[src/rtl/spi_pkg.sv]
// Shared constants and state encoding for the SPI-to-RAM serial front end.
package spi_pkg;

   localparam int FRAME_W = 10;
   localparam int TX_W    = 8;

   localparam logic [1:0] CMD_WR_ADDR = 2'b00;
   localparam logic [1:0] CMD_WR_DATA = 2'b01;
   localparam logic [1:0] CMD_RD_ADDR = 2'b10;
   localparam logic [1:0] CMD_RD_DATA = 2'b11;

   typedef enum logic [2:0] {
      IDLE,
      CHK_CMD,
      WRITE,
      READ_ADD,
      READ_DATA
   } state_e;

endpackage

[src/rtl/spi_slave_if.sv]
// SPI pins plus the rx/tx handshake towards the RAM stage.
interface spi_slave_if;
   import spi_pkg::*;

   logic               SS_n;
   logic               MOSI;
   logic               MISO;
   logic [TX_W-1:0]    tx_data;
   logic               tx_valid;
   logic [FRAME_W-1:0] rx_data;
   logic               rx_valid;

   modport slave  (input  SS_n, MOSI, tx_data, tx_valid,
                   output MISO, rx_data, rx_valid);
   modport master (output SS_n, MOSI, tx_data, tx_valid,
                   input  MISO, rx_data, rx_valid);
endinterface

[src/rtl/spi_miso_ser.sv]
// MISO serializer: arms on a read-data frame, captures the first tx_valid
// byte and shifts it out MSB first over 8 cycles.
module spi_miso_ser
   import spi_pkg::*;
(
   input  logic            clk,
   input  logic            rst_n,
   input  logic            i_abort,
   input  logic            i_start,
   input  logic            i_tx_valid,
   input  logic [TX_W-1:0] i_tx_data,
   output logic            o_miso,
   output logic            o_done
);

   logic [TX_W-1:0] r_sh;
   logic [2:0]      r_cnt;
   logic            r_wait;
   logic            r_busy;
   logic            r_miso;

   always_ff @(posedge clk) begin
      if (!rst_n || i_abort) begin
         r_sh   <= '0;
         r_cnt  <= '0;
         r_wait <= 1'b0;
         r_busy <= 1'b0;
         r_miso <= 1'b0;
      end else if (i_start) begin
         r_wait <= 1'b1;
      end else if (r_wait && i_tx_valid) begin
         // MSB goes straight to the pin; the latch keeps the rest pre-shifted
         r_wait <= 1'b0;
         r_busy <= 1'b1;
         r_cnt  <= '0;
         r_miso <= i_tx_data[TX_W-1];
         r_sh   <= {i_tx_data[TX_W-2:0], 1'b0};
      end else if (r_busy) begin
         r_cnt  <= r_cnt + 3'd1;
         r_miso <= r_sh[TX_W-1];
         r_sh   <= {r_sh[TX_W-2:0], 1'b0};
         if (r_cnt == 3'd7)
            r_busy <= 1'b0;
      end
   end

   assign o_miso = r_miso;
   assign o_done = r_busy && (r_cnt == 3'd7) && !i_abort;

endmodule

[src/rtl/spi_slave.sv]
// SPI slave front end: frame FSM and receive shifter, feeding rx_data/rx_valid
// to the RAM stage and serializing its read reply on MISO.
module spi_slave
   import spi_pkg::*;
(
   input  logic        clk,
   input  logic        rst_n,
   spi_slave_if.slave  bus
);

   localparam logic [3:0] LAST_BIT = 4'(FRAME_W - 1);

   state_e             r_state;
   state_e             w_next;
   logic [3:0]         r_bit_cnt;
   logic [FRAME_W-2:0] r_shift;
   logic [FRAME_W-1:0] w_shift_nx;
   logic [FRAME_W-1:0] r_rx_data;
   logic               r_rx_valid;
   logic               r_frame_done;
   logic               r_rd_addr_seen;
   logic               w_rx_phase;
   logic               w_start;
   logic               w_ser_done;
   logic               w_miso;

   always_ff @(posedge clk) begin
      if (!rst_n) r_state <= IDLE;
      else        r_state <= w_next;
   end

   always_comb begin
      w_next = r_state;
      unique case (r_state)
         IDLE:    if (!bus.SS_n) w_next = CHK_CMD;
         CHK_CMD: begin
            if (bus.SS_n)          w_next = IDLE;
            else if (!bus.MOSI)    w_next = WRITE;
            else if (r_rd_addr_seen) w_next = READ_DATA;
            else                   w_next = READ_ADD;
         end
         default: if (bus.SS_n) w_next = IDLE;
      endcase
   end

   assign w_rx_phase = (r_state inside {WRITE, READ_ADD, READ_DATA}) && !bus.SS_n;
   // Only 9 bits need storing: the 10th arrives on the cycle the word is loaded
   assign w_shift_nx = {r_shift, bus.MOSI};

   always_ff @(posedge clk) begin
      if (!rst_n) begin
         r_bit_cnt      <= '0;
         r_shift        <= '0;
         r_rx_data      <= '0;
         r_rx_valid     <= 1'b0;
         r_frame_done   <= 1'b0;
         r_rd_addr_seen <= 1'b0;
      end else begin
         r_rx_valid <= 1'b0;
         if (!w_rx_phase) begin
            r_bit_cnt    <= '0;
            r_shift      <= '0;
            r_frame_done <= 1'b0;
         end else if (!r_frame_done) begin
            r_shift <= w_shift_nx[FRAME_W-2:0];
            if (r_bit_cnt == LAST_BIT) begin
               r_rx_data    <= w_shift_nx;
               r_rx_valid   <= 1'b1;
               r_frame_done <= 1'b1;
               if (r_state == READ_ADD)
                  r_rd_addr_seen <= 1'b1;
            end else begin
               r_bit_cnt <= r_bit_cnt + 4'd1;
            end
         end
         if (w_ser_done)
            r_rd_addr_seen <= 1'b0;
      end
   end

   assign w_start = r_rx_valid && (r_state == READ_DATA);

   spi_miso_ser u_miso_ser (
      .clk        (clk),
      .rst_n      (rst_n),
      .i_abort    (bus.SS_n),
      .i_start    (w_start),
      .i_tx_valid (bus.tx_valid),
      .i_tx_data  (bus.tx_data),
      .o_miso     (w_miso),
      .o_done     (w_ser_done)
   );

   assign bus.MISO     = w_miso;
   assign bus.rx_data  = r_rx_data;
   assign bus.rx_valid = r_rx_valid;

endmodule

[src/flat_wrapper.sv]
// flat-port wrapper written by rule: the top's interface ports become plain ports
module spi_slave_flat import spi_pkg::*;
  (clk, rst_n, bus_SS_n, bus_MOSI, bus_tx_data, bus_tx_valid, bus_MISO, bus_rx_data, bus_rx_valid);
  spi_slave_if bus_i ();
  input  logic clk;
  input  logic rst_n;
  input wire logic [$bits(bus_i.SS_n)-1:0] bus_SS_n;
  input wire logic [$bits(bus_i.MOSI)-1:0] bus_MOSI;
  input wire logic [$bits(bus_i.tx_data)-1:0] bus_tx_data;
  input wire logic [$bits(bus_i.tx_valid)-1:0] bus_tx_valid;
  output wire logic [$bits(bus_i.MISO)-1:0] bus_MISO;
  output wire logic [$bits(bus_i.rx_data)-1:0] bus_rx_data;
  output wire logic [$bits(bus_i.rx_valid)-1:0] bus_rx_valid;
  assign bus_i.SS_n = bus_SS_n;
  assign bus_i.MOSI = bus_MOSI;
  assign bus_i.tx_data = bus_tx_data;
  assign bus_i.tx_valid = bus_tx_valid;
  assign bus_MISO = bus_i.MISO;
  assign bus_rx_data = bus_i.rx_data;
  assign bus_rx_valid = bus_i.rx_valid;
  spi_slave u_core (.clk(clk), .rst_n(rst_n), .bus(bus_i));
endmodule
[config.mk]
export PLATFORM = sky130hd
export DESIGN_NAME = spi_slave_flat
export DESIGN_NICKNAME = d
export VERILOG_FILES = /design/src/rtl/spi_pkg.sv /design/src/rtl/spi_slave_if.sv /design/src/rtl/spi_miso_ser.sv /design/src/rtl/spi_slave.sv /design/src/flat_wrapper.sv
export SDC_FILE = /design/constraint.sdc
export NUM_CORES = 1
export LEC_CHECK = 0
export CAP_MARGIN = 20
export CORE_MARGIN = 2
export CORE_UTILIZATION = 53
export DETAILED_ROUTE_END_ITERATION = 6
export PLACE_DENSITY_LB_ADDON = 0.2
export SLEW_MARGIN = 0
export SYNTH_ARGS = -nofsm -noshare
export SYNTH_HDL_FRONTEND = slang
export SYNTH_SLANG_ARGS = --single-unit
export TNS_END_PERCENT = 5
[constraint.sdc]
create_clock -name clk -period 2.2 [get_ports clk]
set_clock_uncertainty 0.2 [all_clocks]
set_input_delay 0.66 -clock clk [delete_from_list [all_inputs] [get_ports clk]]
set_output_delay 0.66 -clock clk [all_outputs]
set_load 0.005 [all_outputs]
==> results of run 1 <==
synth_stat cells, drive strengths merged (3+ instances only):
| library cell | instances |
|---|---|
| a21oi | 18 |
| a311oi | 8 |
| buf | 4 |
| clkbuf | 7 |
| dfxtp | 42 |
| ha | 4 |
| inv | 3 |
| mux2i | 19 |
| nand2 | 31 |
| nand2b | 5 |
| nand3 | 8 |
| nand4 | 3 |
| nor2 | 19 |
| o21ai | 7 |
worst max-delay path by stage:
stage / from / end / slack (ps) / cells after the start
final: u_core.bus.rx_data[7]$_SDFFE_PN0P_ / bus_rx_data[7] / 120 / 1
after global routing: u_core.bus.rx_data[1]$_SDFFE_PN0P_ / bus_rx_data[1] / 20 / 1
after CTS: u_core.bus.rx_data[7]$_SDFFE_PN0P_ / bus_rx_data[7] / 80 / 1
after detailed placement: bus_SS_n / u_core.bus.rx_data[4]$_SDFFE_PN0P_ / -50 / 4
after global placement: bus_tx_valid / u_core.u_miso_ser.r_sh[5]$_SDFFE_PP0P_ / 50 / 4
after floorplan: bus_SS_n / u_core.r_bit_cnt[3]$_SDFFE_PN0P_ / 410 / 5
state kept, by name, summed over array words and instances, names as in the netlist:
name                      cells
u_core.r_shift                9
u_core.u_miso_ser.o_miso      1
u_core.r_state                3
u_core.bus.rx_valid           1
u_core.u_miso_ser.r_sh        7
u_core.r_rd_addr_seen         1
u_core.r_frame_done           1
u_core.r_bit_cnt              4
u_core.u_miso_ser.r_cnt       3
u_core.bus.rx_data           10
u_core.u_miso_ser.r_busy      1
u_core.u_miso_ser.r_wait      1
metal layers:
| metal | up-vias | wire length (um) | global-route usage (%) |
|---|---|---|---|
| met5 | - | 0 | 0 |
| met4 | 0 | 19 | 5.83 |
| met3 | 2 | 144 | 6.70 |
| met2 | 33 | 1810 | 35.7 |
| met1 | 707 | 1710 | 25.1 |
| li1 | 751 | - | - |
power by group:
part	leakage (uW)	internal [uW]	total, uW	switching [uW]
combinational	0.000314	28.2	53.5	25.3
sequential	0.000338	762	766	3.28
clock	0.0000385	240	481	242
area by class of cell:
cell class,instances,area (sq um)
Multi-Input combinational cell,141,892
Inverter,3,11.3
Timing Repair Buffer,33,308
Fill cell,269,1100
Clock buffer,6,41.3
Tap cell,46,57.6
Sequential cell,42,841
Clock inverter,2,37.5
kinds of logic after synthesis:
family / Yosys count
fa+ha+maj: 4
simple gates: 78
mux: 19
flops: 42
xor+xnor: 1
compound gates: 39
buf+inv: 14
metrics by stage:
step,area (sq um),setup slack [ps],hold WS [ps]
after floorplan,1790,409,238
after global placement,2110,49.3,245
after detailed placement,2110,-47.6,247
after CTS,2190,84.0,273
after global routing,2190,24.6,300
final,2190,115,271
==> summary.txt, run 1 <==
Resized cells post-CTS: 0
WL/cell: 13.5 um
Core ar.: 3280 sq um
Synth Register Bits: 42
number of global-route vias before repair: 1493
crit-path leading delay family: buffers and inverters
pin count of the biggest net entering global routing: 23
Root Driver: clkbuf_4
CP max-delay cell: clkdlybuf4s50_1
Mapped Nets: 214
largest family of logic cells by synthesized area: simple AND/OR/NAND/NOR gates
P_leak: 0.000691 uW
Max stage delay on crit path: 510 ps
startpoint types: register
Synth Area in XOR/XNOR: 0.488%
CTS tree: built
chip width: 62.2 um
htree depth: 2
post-layout util: 66.6%
Synth area leader: dfxtp_1
# port buffers: 24
DRC violations left: 0
complex-gate fraction of the synthesized area: 14.7%
Worst Path Required: 1340 ps
GPL Wtd Cong: 0.749
Layout Cells excl Fill: 273
worst r2r src: u_core.r_state[2]$_SDFFE_PN0P_
share of the synthesized area in the top cell type: 46.9%
maxcap violations: 0
RSZ-0062 raised after global routing: no
Worst R2R Setup Slack: 270 ps
Pwr Density: 594 nW/um^2
Area Growth Syn to Fin: 22.0%
CP max FO: 2
Max Slew Vio Count: 0
Post-Synth Adder-Cell Area: 2.79%
antenna violations before repair: 0
HPWL Detailed: 2.66 mm
most frequent cells in the layout: 42 x dfxtp_1, 31 x nand2_1, 24 x clkdlybuf4s50_1
Placed Cells: 265
FF-to-FF path depth: 4
via count: 1493
Syn Std Cell Area: 1790 sq um
final setup vio count: 0
CTS clk-pin slew, worst paths: 120 ps
Post-CTS Setup Inserts: 0
Final nets: 243
post-synthesis mux area share: 10.6%
worst-path cell chain: clkdlybuf4s50_1
total power: 1300 uW
Post-synth EDFFs: 0
actual slew at the worst max-slew pin: 510 ps
DRT Pass-1 Iters: 5
fmax: 480 MHz
outcome: complete, no violations
crit path capture type: output pin
drt initial violations: 136
initial core utilization: 54.6%
kind of critical path: register to output pin
final wirelength: 3.69 mm
I/O pins: 25
worst hold path class: register to register
CTS hold repair buffers: 0
worst vdd ir: 0.464 mV
most common cell after layout, fill and taps aside: dfxtp_1
CTS sink count: 42
HP Start: u_core.bus.rx_data[8]$_SDFFE_PN0P_
Hold Crit Depth: 2
relative slew slack: 65.9%
Final min period: 2080 ps
chip height: 62.2 um
fin crit share: 94.8%
global-route wire length before repair: 6.50 mm
Hold Fails Final Rpt: 0
Clock Latency Late Sink: 350 ps
Synth async-reset ratio: 0%
largest cells by area after synthesis: dfxtp_1 47%, mux2i_1 11%, nand2_1 6.5%
Total Routing Usage GR: 20.8%
vias per std cell: 5.47
Clock Path Buffers: 2
WHS Endpoint: u_core.bus.rx_data[8]$_SDFFE_PN0P_
Reg2Reg Capture Point: u_core.bus.rx_data[4]$_SDFFE_PN0P_
DIE AREA: 3870 sq um
ANT nets after route: 0
TritonCTS Buffers: 5
cells after synthesis: 197
Simple-Gate Fraction of Synth Area: 21.1%
synth unique cells: 30
grt ovf: 0
register area share after synthesis: 46.9%
Main synth FF type: dfxtp_1
Post-Syn Area per Cell: 9.11 sq um
layout cells sized above 1: 8.37%
Setup TNS: 0 ps
YS warnings: 0
# rows: 21
# diodes: 0
Crit path arrival time: 1220 ps
worst path bufs/invs: 1
Note: power is estimated with default switching activity, not from simulation.
==> run 2, diff against run 1 <==
--- a/config.mk
+++ b/config.mk
@@ -5,9 +5,9 @@
 export SDC_FILE = /design/constraint.sdc
 export NUM_CORES = 1
 export LEC_CHECK = 0
-export CAP_MARGIN = 20
 export CORE_MARGIN = 2
 export CORE_UTILIZATION = 53
+export CTS_CLUSTER_DIAMETER = 200
 export DETAILED_ROUTE_END_ITERATION = 6
 export PLACE_DENSITY_LB_ADDON = 0.2
 export SLEW_MARGIN = 0
==> results of run 2 <==
The final DEF is identical to that of run 1; final timing and power are the same.
==> run 3, diff against run 2 <==
==> constraint.sdc (replaced) <==
create_clock -name clk -period 2.2 [get_ports clk]
set_clock_uncertainty 0.2 [all_clocks]
set_input_delay 0.66 -clock clk [delete_from_list [all_inputs] [get_ports clk]]
set_output_delay 0.66 -clock clk [all_outputs]
set_load 0.01 [all_outputs]
==> summary.txt, run 3 (synthesis gave the netlist of run 1 again) <==
outcome: complete, no violations
drt initial violations: 140 (+2.9%)
Final min period: 2120 ps (+32.5 ps)
sw frac: 20.8% (+0.051 points)
max reg flops: 10 (unchanged)
combinational share of power: 4.1% (about the same)
via count: 1494 (+0.067%)
Pwr Density: 593 nW/um^2 (-0.16%)
I/O pins: 25 (unchanged)
crit path capture type: output pin
# diodes: 0 (unchanged)
RSZ-0062 raised after global routing: no
HPWL Detailed: 2.66 mm (unchanged)
Area Growth Syn to Fin: 22.2%
layout cells sized above 1: 8.37% (unchanged)
DP Area: 2110 sq um (unchanged)
# port buffers: 24 (unchanged)
htree depth: 2 (unchanged)
WHS Endpoint: u_core.bus.rx_data[8]$_SDFFE_PN0P_
sequential power share: 58.8% (about the same)
CP max FO: 2 (unchanged)
worst hold path class: register to register
final wirelength: 3.68 mm (-0.14%)
Worst R2R Setup Slack: 270 ps (about the same)
maxcap violations: 0 (unchanged)
WP depth: 1 (unchanged)
chip height: 62.2 um (unchanged)
pin count of the biggest net entering global routing: 23 (unchanged)
CTS hold repair buffers: 0 (unchanged)
CTS tree: built
worst vdd ir: 0.464 mV (+0.13%)
fmax: 472 MHz (-1.5%)
Reg2Reg Capture Point: u_core.bus.rx_data[4]$_SDFFE_PN0P_
final setup vio count: 0 (unchanged)
vias per std cell: 5.47 (about the same)
CTS clk-pin slew, worst paths: 120 ps (about the same)
crit-path leading delay family: buffers and inverters
Core ar.: 3280 sq um (unchanged)
Max stage delay on crit path: 550 ps (+40 ps)
number of global-route vias before repair: 1493 (unchanged)
Clock Latency Late Sink: 350 ps (about the same)
DRT Pass-1 Iters: 4 (-1)
design area: 2190 sq um (+0.23%)
GPL Wtd Cong: 0.749 (unchanged)
global-route wire length before repair: 6.50 mm (unchanged)
P_leak: 0.000729 uW (+5.4%)
HP Start: u_core.bus.rx_data[8]$_SDFFE_PN0P_
relative slew slack: 65.9% (about the same)
Pint: 1030 uW (unchanged)
FF-to-FF path depth: 4 (unchanged)
# rows: 21 (unchanged)
worst r2r src: u_core.r_state[2]$_SDFFE_PN0P_
Hold Crit Depth: 2 (unchanged)
Clk network pwr share: 37.1% (about the same)
Final nets: 243 (unchanged)
chip width: 62.2 um (unchanged)
most frequent cells in the layout: 42 x dfxtp_1, 31 x nand2_1, 22 x clkdlybuf4s50_1
initial core utilization: 54.6% (unchanged)
Total Routing Usage GR: 20.8% (unchanged)
Hold Fails Final Rpt: 0 (unchanged)
CP max-delay cell: clkdlybuf4s50_1
DIE AREA: 3870 sq um (unchanged)
ANT nets after route: 0 (unchanged)
most common cell after layout, fill and taps aside: dfxtp_1
worst-path cell chain: clkdlybuf4s50_1
Crit path arrival time: 1260 ps (+40 ps)
worst path bufs/invs: 1 (unchanged)
DRC violations left: 0 (unchanged)
antenna violations before repair: 0 (unchanged)
Max Slew Vio Count: 0 (unchanged)
CTS sink count: 42 (unchanged)
actual slew at the worst max-slew pin: 509 ps (-0.356 ps)
TritonCTS Buffers: 5 (unchanged)
WL/cell: 13.5 um (-0.14%)
fin crit share: 96.2% (+1.5 points)
Worst Path Required: 1340 ps (about the same)
grt ovf: 0 (unchanged)
Clock Path Buffers: 2 (unchanged)
Root Driver: clkbuf_4
startpoint types: register
Setup TNS: 0 ps (unchanged)
Psw: 271 uW (+0.31%)
kind of critical path: register to output pin
run 3: area by class of cell:
type	instances	area, sq um
inverters	3	11.3
clock inverters	2	37.5
multi-input cells	141	892
flip-flops and latches	42	841
well taps	46	57.6
fillers	267	1090
clock buffers	6	41.3
repair buffers	33	313
run 3: metrics by stage:
stage | hold WS, ps | total power [uW] | std cells | util, % | setup slack (ps)
finish | 271 | 1300 | 273 | 66.8 | 82.7
global placement | 245 | 834 | 265 | 64.2 | 49.3
global route | 300 | 1360 | 273 | 66.8 | 11.9
CTS | 273 | 1310 | 273 | 66.6 | 49.3
detailed placement | 247 | 836 | 265 | 64.2 | -47.6
floorplan | 238 | 802 | 197 | - | 409
run 3: worst max-delay path by stage:
stage	start	end	slack (ps)
final	u_core.bus.rx_data[6]$_SDFFE_PN0P_	bus_rx_data[6]	80
after global routing	u_core.bus.rx_data[3]$_SDFFE_PN0P_	bus_rx_data[3]	10
after CTS	u_core.bus.rx_data[7]$_SDFFE_PN0P_	bus_rx_data[7]	50
after detailed placement	bus_SS_n	u_core.bus.rx_data[4]$_SDFFE_PN0P_	-50
after global placement	bus_tx_valid	u_core.u_miso_ser.r_sh[5]$_SDFFE_PP0P_	50
after floorplan	bus_SS_n	u_core.r_bit_cnt[3]$_SDFFE_PN0P_	410
run 3: timing repair:
item / 4_1_cts / 5_1_grt
setup buffers: 0 / 0
resized for setup: 0 / 2
setup endpoints to repair: 0 / 2
run 3: power groups by stage:
stage | Clock [uW] | Sequential [uW] | Combinational, uW
after floorplan | 0 | 782 | 20.4
after global placement | 0 | 783 | 51.4
after detailed placement | 0 | 783 | 52.8
after CTS | 494 | 766 | 53.2
after global routing | 536 | 766 | 58.2
final | 482 | 766 | 53.5
run 3: routing by layer:
| layer | vias up | global-route usage, % | part of all wire, % |
|---|---|---|---|
| met5 | - | 0 | 0 |
| met4 | 0 | 5.83 | 0.87 |
| met3 | 6 | 6.70 | 3.6 |
| met2 | 33 | 35.7 | 49 |
| met1 | 704 | 25.1 | 47 |
| li1 | 751 | - | - |
run 3: worst reg2reg max path: stages (launching register included):
cell and delay, ps:
dfxtp_1 460, or3b_4 440, a2111oi_4 320, buf_4 230
mux2i_1 220
